==> config.mk <==
export PLATFORM = sky130hd
export DESIGN_NAME = sfu_acc_bank
export DESIGN_NICKNAME = d
export VERILOG_FILES = /design/src/rtl/sfu_acc_bank.sv
export SDC_FILE = /design/constraint.sdc
export NUM_CORES = 2
export LEC_CHECK = 0
export BUFFER_PORTS_ARGS = -buffer_cell sky130_fd_sc_hd__buf_4
export CAP_MARGIN = 20
export CORE_MARGIN = 4
export CORE_UTILIZATION = 30
export CTS_CLUSTER_SIZE = 12
export DETAILED_ROUTE_END_ITERATION = 12
export PLACE_DENSITY_LB_ADDON = 0.15
export SYNTH_ARGS = -nofsm -noshare
export SYNTH_HDL_FRONTEND = slang
export SYNTH_HIERARCHICAL = 1
export SYNTH_SLANG_ARGS = --single-unit
==> constraint.sdc <==
create_clock -name clk -period 17.6 [get_ports clk]
set_clock_uncertainty 0.1 [all_clocks]
set_input_delay 1.76 -clock clk [delete_from_list [all_inputs] [get_ports clk]]
set_output_delay 1.76 -clock clk [all_outputs]
set_load 0.01 [all_outputs]
==> src/rtl/sfu_acc_bank.sv <==
// Multi-pass PSUM accumulation bank with ReLU/clamp output stage.
// Accumulates npass partial-sum vectors per output position, then emits one activated vector per position.

module sfu_acc_lane #(
    parameter int PSUM_BW = 16,
    parameter int ACC_BW  = 20
) (
    input  logic [PSUM_BW-1:0] psum,
    input  logic [ACC_BW-1:0]  base,
    input  logic               relu,
    output logic [ACC_BW-1:0]  sum,
    output logic [PSUM_BW-1:0] act
);
    localparam logic signed [ACC_BW-1:0] ACC_MAX = {1'b0, {(ACC_BW-1){1'b1}}};
    localparam logic signed [ACC_BW-1:0] ACC_MIN = {1'b1, {(ACC_BW-1){1'b0}}};
    localparam logic signed [ACC_BW-1:0] P_MAX   = {{(ACC_BW-PSUM_BW+1){1'b0}}, {(PSUM_BW-1){1'b1}}};
    localparam logic signed [ACC_BW-1:0] P_MIN   = {{(ACC_BW-PSUM_BW+1){1'b1}}, {(PSUM_BW-1){1'b0}}};

    logic signed [ACC_BW:0]   wide;
    logic signed [ACC_BW-1:0] sat;
    logic signed [ACC_BW-1:0] rel;

    always_comb begin
        wide = $signed({base[ACC_BW-1], base})
             + $signed({{(ACC_BW+1-PSUM_BW){psum[PSUM_BW-1]}}, psum});
        // one guard bit is enough to detect overflow of a two-operand add
        if (wide[ACC_BW] != wide[ACC_BW-1])
            sat = wide[ACC_BW] ? ACC_MIN : ACC_MAX;
        else
            sat = wide[ACC_BW-1:0];
        rel = (relu && sat[ACC_BW-1]) ? '0 : sat;
        if (rel > P_MAX)
            act = P_MAX[PSUM_BW-1:0];
        else if (rel < P_MIN)
            act = P_MIN[PSUM_BW-1:0];
        else
            act = rel[PSUM_BW-1:0];
        sum = sat;
    end
endmodule

module sfu_acc_bank #(
    parameter int COL     = 8,
    parameter int PSUM_BW = 16,
    parameter int ACC_BW  = 20,
    parameter int DEPTH   = 16,
    localparam int NW     = $clog2(DEPTH) + 1,
    localparam int PW     = $clog2(DEPTH)
) (
    input  logic                   clk,
    input  logic                   reset,
    input  logic                   cfg_start,
    input  logic [7:0]             cfg_npass,
    input  logic [NW-1:0]          cfg_nout,
    input  logic                   cfg_relu,
    input  logic                   in_valid,
    output logic                   in_ready,
    input  logic [COL*PSUM_BW-1:0] in_data,
    output logic                   out_valid,
    input  logic                   out_ready,
    output logic [COL*PSUM_BW-1:0] out_data,
    output logic                   busy,
    output logic                   done
);
    typedef enum logic [1:0] {S_IDLE, S_ACC, S_FLUSH} state_t;

    typedef struct packed {
        logic [7:0]    npass;
        logic [NW-1:0] nout;
        logic          relu;
    } cfg_t;

    state_t state_q, state_d;
    cfg_t   cfg_q, cfg_n;

    logic [PW-1:0] ptr_q;
    logic [7:0]    pass_q;
    logic          out_valid_q;
    logic          done_q, done_d;
    logic          last_pass, last_ptr, accept;

    logic [COL-1:0][PSUM_BW-1:0] in_lanes, act, out_q;
    logic [COL-1:0][ACC_BW-1:0]  base, sum;
    logic [COL-1:0][ACC_BW-1:0]  bank [DEPTH];

    always_comb begin
        cfg_n.npass = (cfg_npass == 8'd0) ? 8'd1 : cfg_npass;
        if (cfg_nout == '0)
            cfg_n.nout = NW'(1);
        else if (cfg_nout > NW'(DEPTH))
            cfg_n.nout = NW'(DEPTH);
        else
            cfg_n.nout = cfg_nout;
        cfg_n.relu = cfg_relu;
    end

    assign last_pass = (pass_q == cfg_q.npass - 8'd1);
    assign last_ptr  = (NW'(ptr_q) == cfg_q.nout - NW'(1));
    // only the last pass feeds the output register, so only it can stall
    assign in_ready  = (state_q == S_ACC) && (!last_pass || !out_valid_q || out_ready);
    assign accept    = in_valid && in_ready;
    assign in_lanes  = in_data;
    assign base      = (pass_q == 8'd0) ? '0 : bank[ptr_q];

    for (genvar g = 0; g < COL; g++) begin : g_lane
        sfu_acc_lane #(.PSUM_BW(PSUM_BW), .ACC_BW(ACC_BW)) u_lane (
            .psum (in_lanes[g]),
            .base (base[g]),
            .relu (cfg_q.relu),
            .sum  (sum[g]),
            .act  (act[g])
        );
    end

    always_comb begin
        state_d = state_q;
        done_d  = 1'b0;
        case (state_q)
            S_IDLE:  if (cfg_start) state_d = S_ACC;
            S_ACC:   if (accept && last_pass && last_ptr) state_d = S_FLUSH;
            S_FLUSH: if (!out_valid_q || out_ready) begin
                         state_d = S_IDLE;
                         done_d  = 1'b1;
                     end
            default: state_d = S_IDLE;
        endcase
    end

    always_ff @(posedge clk or negedge reset) begin
        if (!reset) begin
            state_q     <= S_IDLE;
            done_q      <= 1'b0;
            cfg_q       <= '0;
            ptr_q       <= '0;
            pass_q      <= '0;
            out_valid_q <= 1'b0;
            out_q       <= '0;
        end else begin
            state_q <= state_d;
            done_q  <= done_d;
            if (state_q == S_IDLE && cfg_start) begin
                cfg_q  <= cfg_n;
                ptr_q  <= '0;
                pass_q <= '0;
            end else if (accept) begin
                if (last_ptr) begin
                    ptr_q  <= '0;
                    pass_q <= pass_q + 8'd1;
                end else begin
                    ptr_q <= ptr_q + PW'(1);
                end
            end
            if (accept && last_pass) begin
                out_valid_q <= 1'b1;
                out_q       <= act;
            end else if (out_ready) begin
                out_valid_q <= 1'b0;
            end
        end
    end

    // bank is scratch storage: every tile overwrites it on pass 0
    always_ff @(posedge clk) begin
        if (accept && !last_pass)
            bank[ptr_q] <= sum;
    end

    assign out_valid = out_valid_q;
    assign out_data  = out_q;
    assign busy      = (state_q != S_IDLE);
    assign done      = done_q;
endmodule

==> flow_summary.ini <==
[critical_path]
cp_max_fo = 42
critical_path_buf_inv_count = 4
r2r_end = bank[8][81]
cp_top_family = buffers and inverters
slowest_delay_ns = 0.87
slowest_stage = a21oi_1
cp_common_cell = buf_4
startpoint = ptr_q[0]
timing.reg2reg.setup_slack_ns = 9.81
crit_arrival_ns = 8.24
cp-end-kind = flip-flop
r2r_start = ptr_q[0]
cp_num_cells = 16
worstPathRequired_ns = 18.05
cp-endpoint = bank[8][81]
critical_path.cell_chain = buf_4 -> buf_4 -> buf_4 -> mux4_2 -> mux4_2 -> nor2b_1 -> ha_1 -> a211oi_1 -> nor3_2 -> nor2_1 -> o41a_1 -> nor2_2 -> a311oi_4 -> buf_4 -> nand2_1 -> a21oi_1
reg2reg_depth = 16
path_class = reg -> reg
startpoint_type = flip-flop

[sta]
period_share_pct = 44.3
fin_crit_ns = 7.79
hold_violations = 0
fmax_mhz = 128
worst_pin_slew_ns = 1.13
max-slew-margin-rel_pct = 25.0
setup_viol = 0
slew_violations = 0
grt_setup_unrepaired = no
fin_hold_ws_ns = 0.404

[logic_synthesis]
synth_top_area_share_pct = 66.0
yosysSeqAreaShare_pct = 69.4
synth.area.mux_share_pct = 17.3
syn_nets = 6216
synth_cells = 5893
yosys.area_share.xor_xnor_pct = 1.62
synth_ff_type = edfxtp_1
synth_area_mm2 = 0.116
synth_top_family_by_area = multiplexers
synthArstFlopShare_pct = 5.81
synth-adder-area-share_pct = 2.97
synth.area.top_cells = edfxtp_1 (66%), mux4_2 (15%), dfrtp_1 (3.4%)
synth_top_cell_by_area = edfxtp_1
synth_area_per_cell_um2 = 19.8
synth_cell_type_count = 74
ys_ff_latch = 2718
synth_compound_area_share_pct = 4.16
synthSimpleGateAreaFrac_pct = 2.92
synth-edff-count = 2560
yosysWarnings = 6

[floorplan]
initial_core_util_pct = 30.2
num_rows = 228
coreArea_mm2 = 0.386
dieArea_mm2 = 0.398
die_h_um = 631
io_pins = 279
die_w_um = 631

[clock_tree]
cts_tree = built
clock_latency_ns = 0.92
cts-hold-fix-buffers = 0
cts_sinks = 2718
cts_setup_buffers = 0
cts.clk_slew.worst_paths_ns = 0.06
clk_path_buf_depth = 4
cts_made_buffers = 316
cts-resized-gates = 0
root_buffer = clkbuf_16
htree_levels = 5

[final_layout]
n_fill_cell = 36282
post-route-util_pct = 34.9
instances_no_fill = 11748
fin_nets = 6649
multi_input_area_mm2 = 0.0339
drive_above_1_share_pct = 30.6
regArea_mm2 = 0.0808
area_growth_syn_to_layout_pct = 15.7
stdcell_area_mm2 = 0.135

[global_route]
grt_pass1_wl_mm = 462
grt-ovfl-total = 0
grt_pass1_vias = 63023
grt_max_degree = 128
antenna_found_initial = 13
track_usage_pct = 15.9

[route]
first_iter_violations = 5379
vias_per_cell = 5.02
final_antenna_net_count = 0
drc_errors = 0
vias = 59011
wl_per_cell_um = 27.5
wl_mm = 323
drtPass1Iterations = 5

[place]
finalWeightedCongestion = 0.773
hpwl_mm = 177
dp_cells = 11164
dpl-instance-area_mm2 = 0.125
io_buffers = 278

[min_path]
holdPathStages = 2
hp-class = reg -> reg

[run]
drv_cap = 0

[run_status]
status = completed
registers in the layout, summed over array words and instances, names as in the netlist:
| name | count |
|---|---|
| bank | 2560 |
| out_data | 128 |
| cfg_q | 14 |
| pass_q | 8 |
| ptr_q | 4 |
| state_q | 2 |
| done | 1 |
| out_valid | 1 |
through the flow:
| step | setup TNS (ns) | setup WS [ns] |
|---|---|---|
| 4_1_cts | 0 | 9.27 |
| 3_5_place_dp | 0 | 9.31 |
| 3_3_place_gp | 0 | 9.36 |
| 5_1_grt | 0 | 9.12 |
| 2_1_floorplan | -643.80 | -1.01 |
| 6_report | 0 | 9.81 |
area by class of cell:
| type | count | share of cell area (%) |
|---|---|---|
| timing repair buffer | 445 | 2.65 |
| sequential | 2718 | 60.0 |
| clock inverter | 162 | 1.06 |
| tap | 5175 | 4.80 |
| antenna | 4 | 0.00742 |
| inverter | 86 | 0.239 |
| multi-input combinational | 2759 | 25.1 |
| clock buffer | 399 | 6.15 |
Yosys cell counts (all sizes together) (120+ instances only):
master  count
a21oi     325
buf       152
clkbuf    178
dfrtp     158
edfxtp   2560
ha        168
maj3      120
mux2      129
mux4      800
nand2     148
nor2      133
nor2b     179
routing by layer:
| layer | track usage (%) | part of all wire, % | vias up | wire (um) |
|---|---|---|---|---|
| li1 | - | - | 25039 | - |
| met1 | 22.9 | 46 | 32140 | 150000 |
| met2 | 25.3 | 47 | 1402 | 151000 |
| met3 | 2.35 | 4.6 | 430 | 14700 |
| met4 | 3.59 | 2.3 | 0 | 7280 |
| met5 | 0 | 0 | - | 0 |
worst min path at each step:
stage | from | end | slack (ns)
after floorplan | cfg_q[5] | cfg_q[5] | 0.37
after global placement | cfg_q[13] | cfg_q[13] | 0.38
after detailed placement | cfg_q[13] | cfg_q[13] | 0.39
after CTS | cfg_q[13] | cfg_q[13] | 0.40
after global routing | out_data[99] | out_data[99] | 0.42
final | cfg_q[13] | cfg_q[13] | 0.40
cell families after synthesis:
family | after synthesis
fa+ha+maj | 296
flops | 2718
buf+inv | 416
xor+xnor | 216
compound gates | 654
simple gates | 639
mux | 954
worst min-delay path: stages, from the launching register on:
cell	delay, ns
dfrtp_1	0.35
nand2_1	0.06
nand2_1	0.06
cells in the final DEF (no fill, tap or decap), types with 77 or more instances in the layout:
cell type	netlist	final
nor2_1	125	113
inv_1	86	86
nand2_1	146	146
nor2b_1	179	179
ha_1	168	168
edfxtp_1	2560	2560
o21ai_0	77	77
mux2_4	98	98
mux4_2	800	800
clkbuf_1	178	79
xnor2_1	98	98
a21oi_2	88	88
a21oi_1	237	237
clkbuf_16	0	319
buf_4	1	423
xor2_1	118	118
dfrtp_1	158	153
maj3_1	120	120
Power is left out: the tool's default activity adds up to more than one toggle a clock period on the data nets, which glitch-free logic cannot reach.
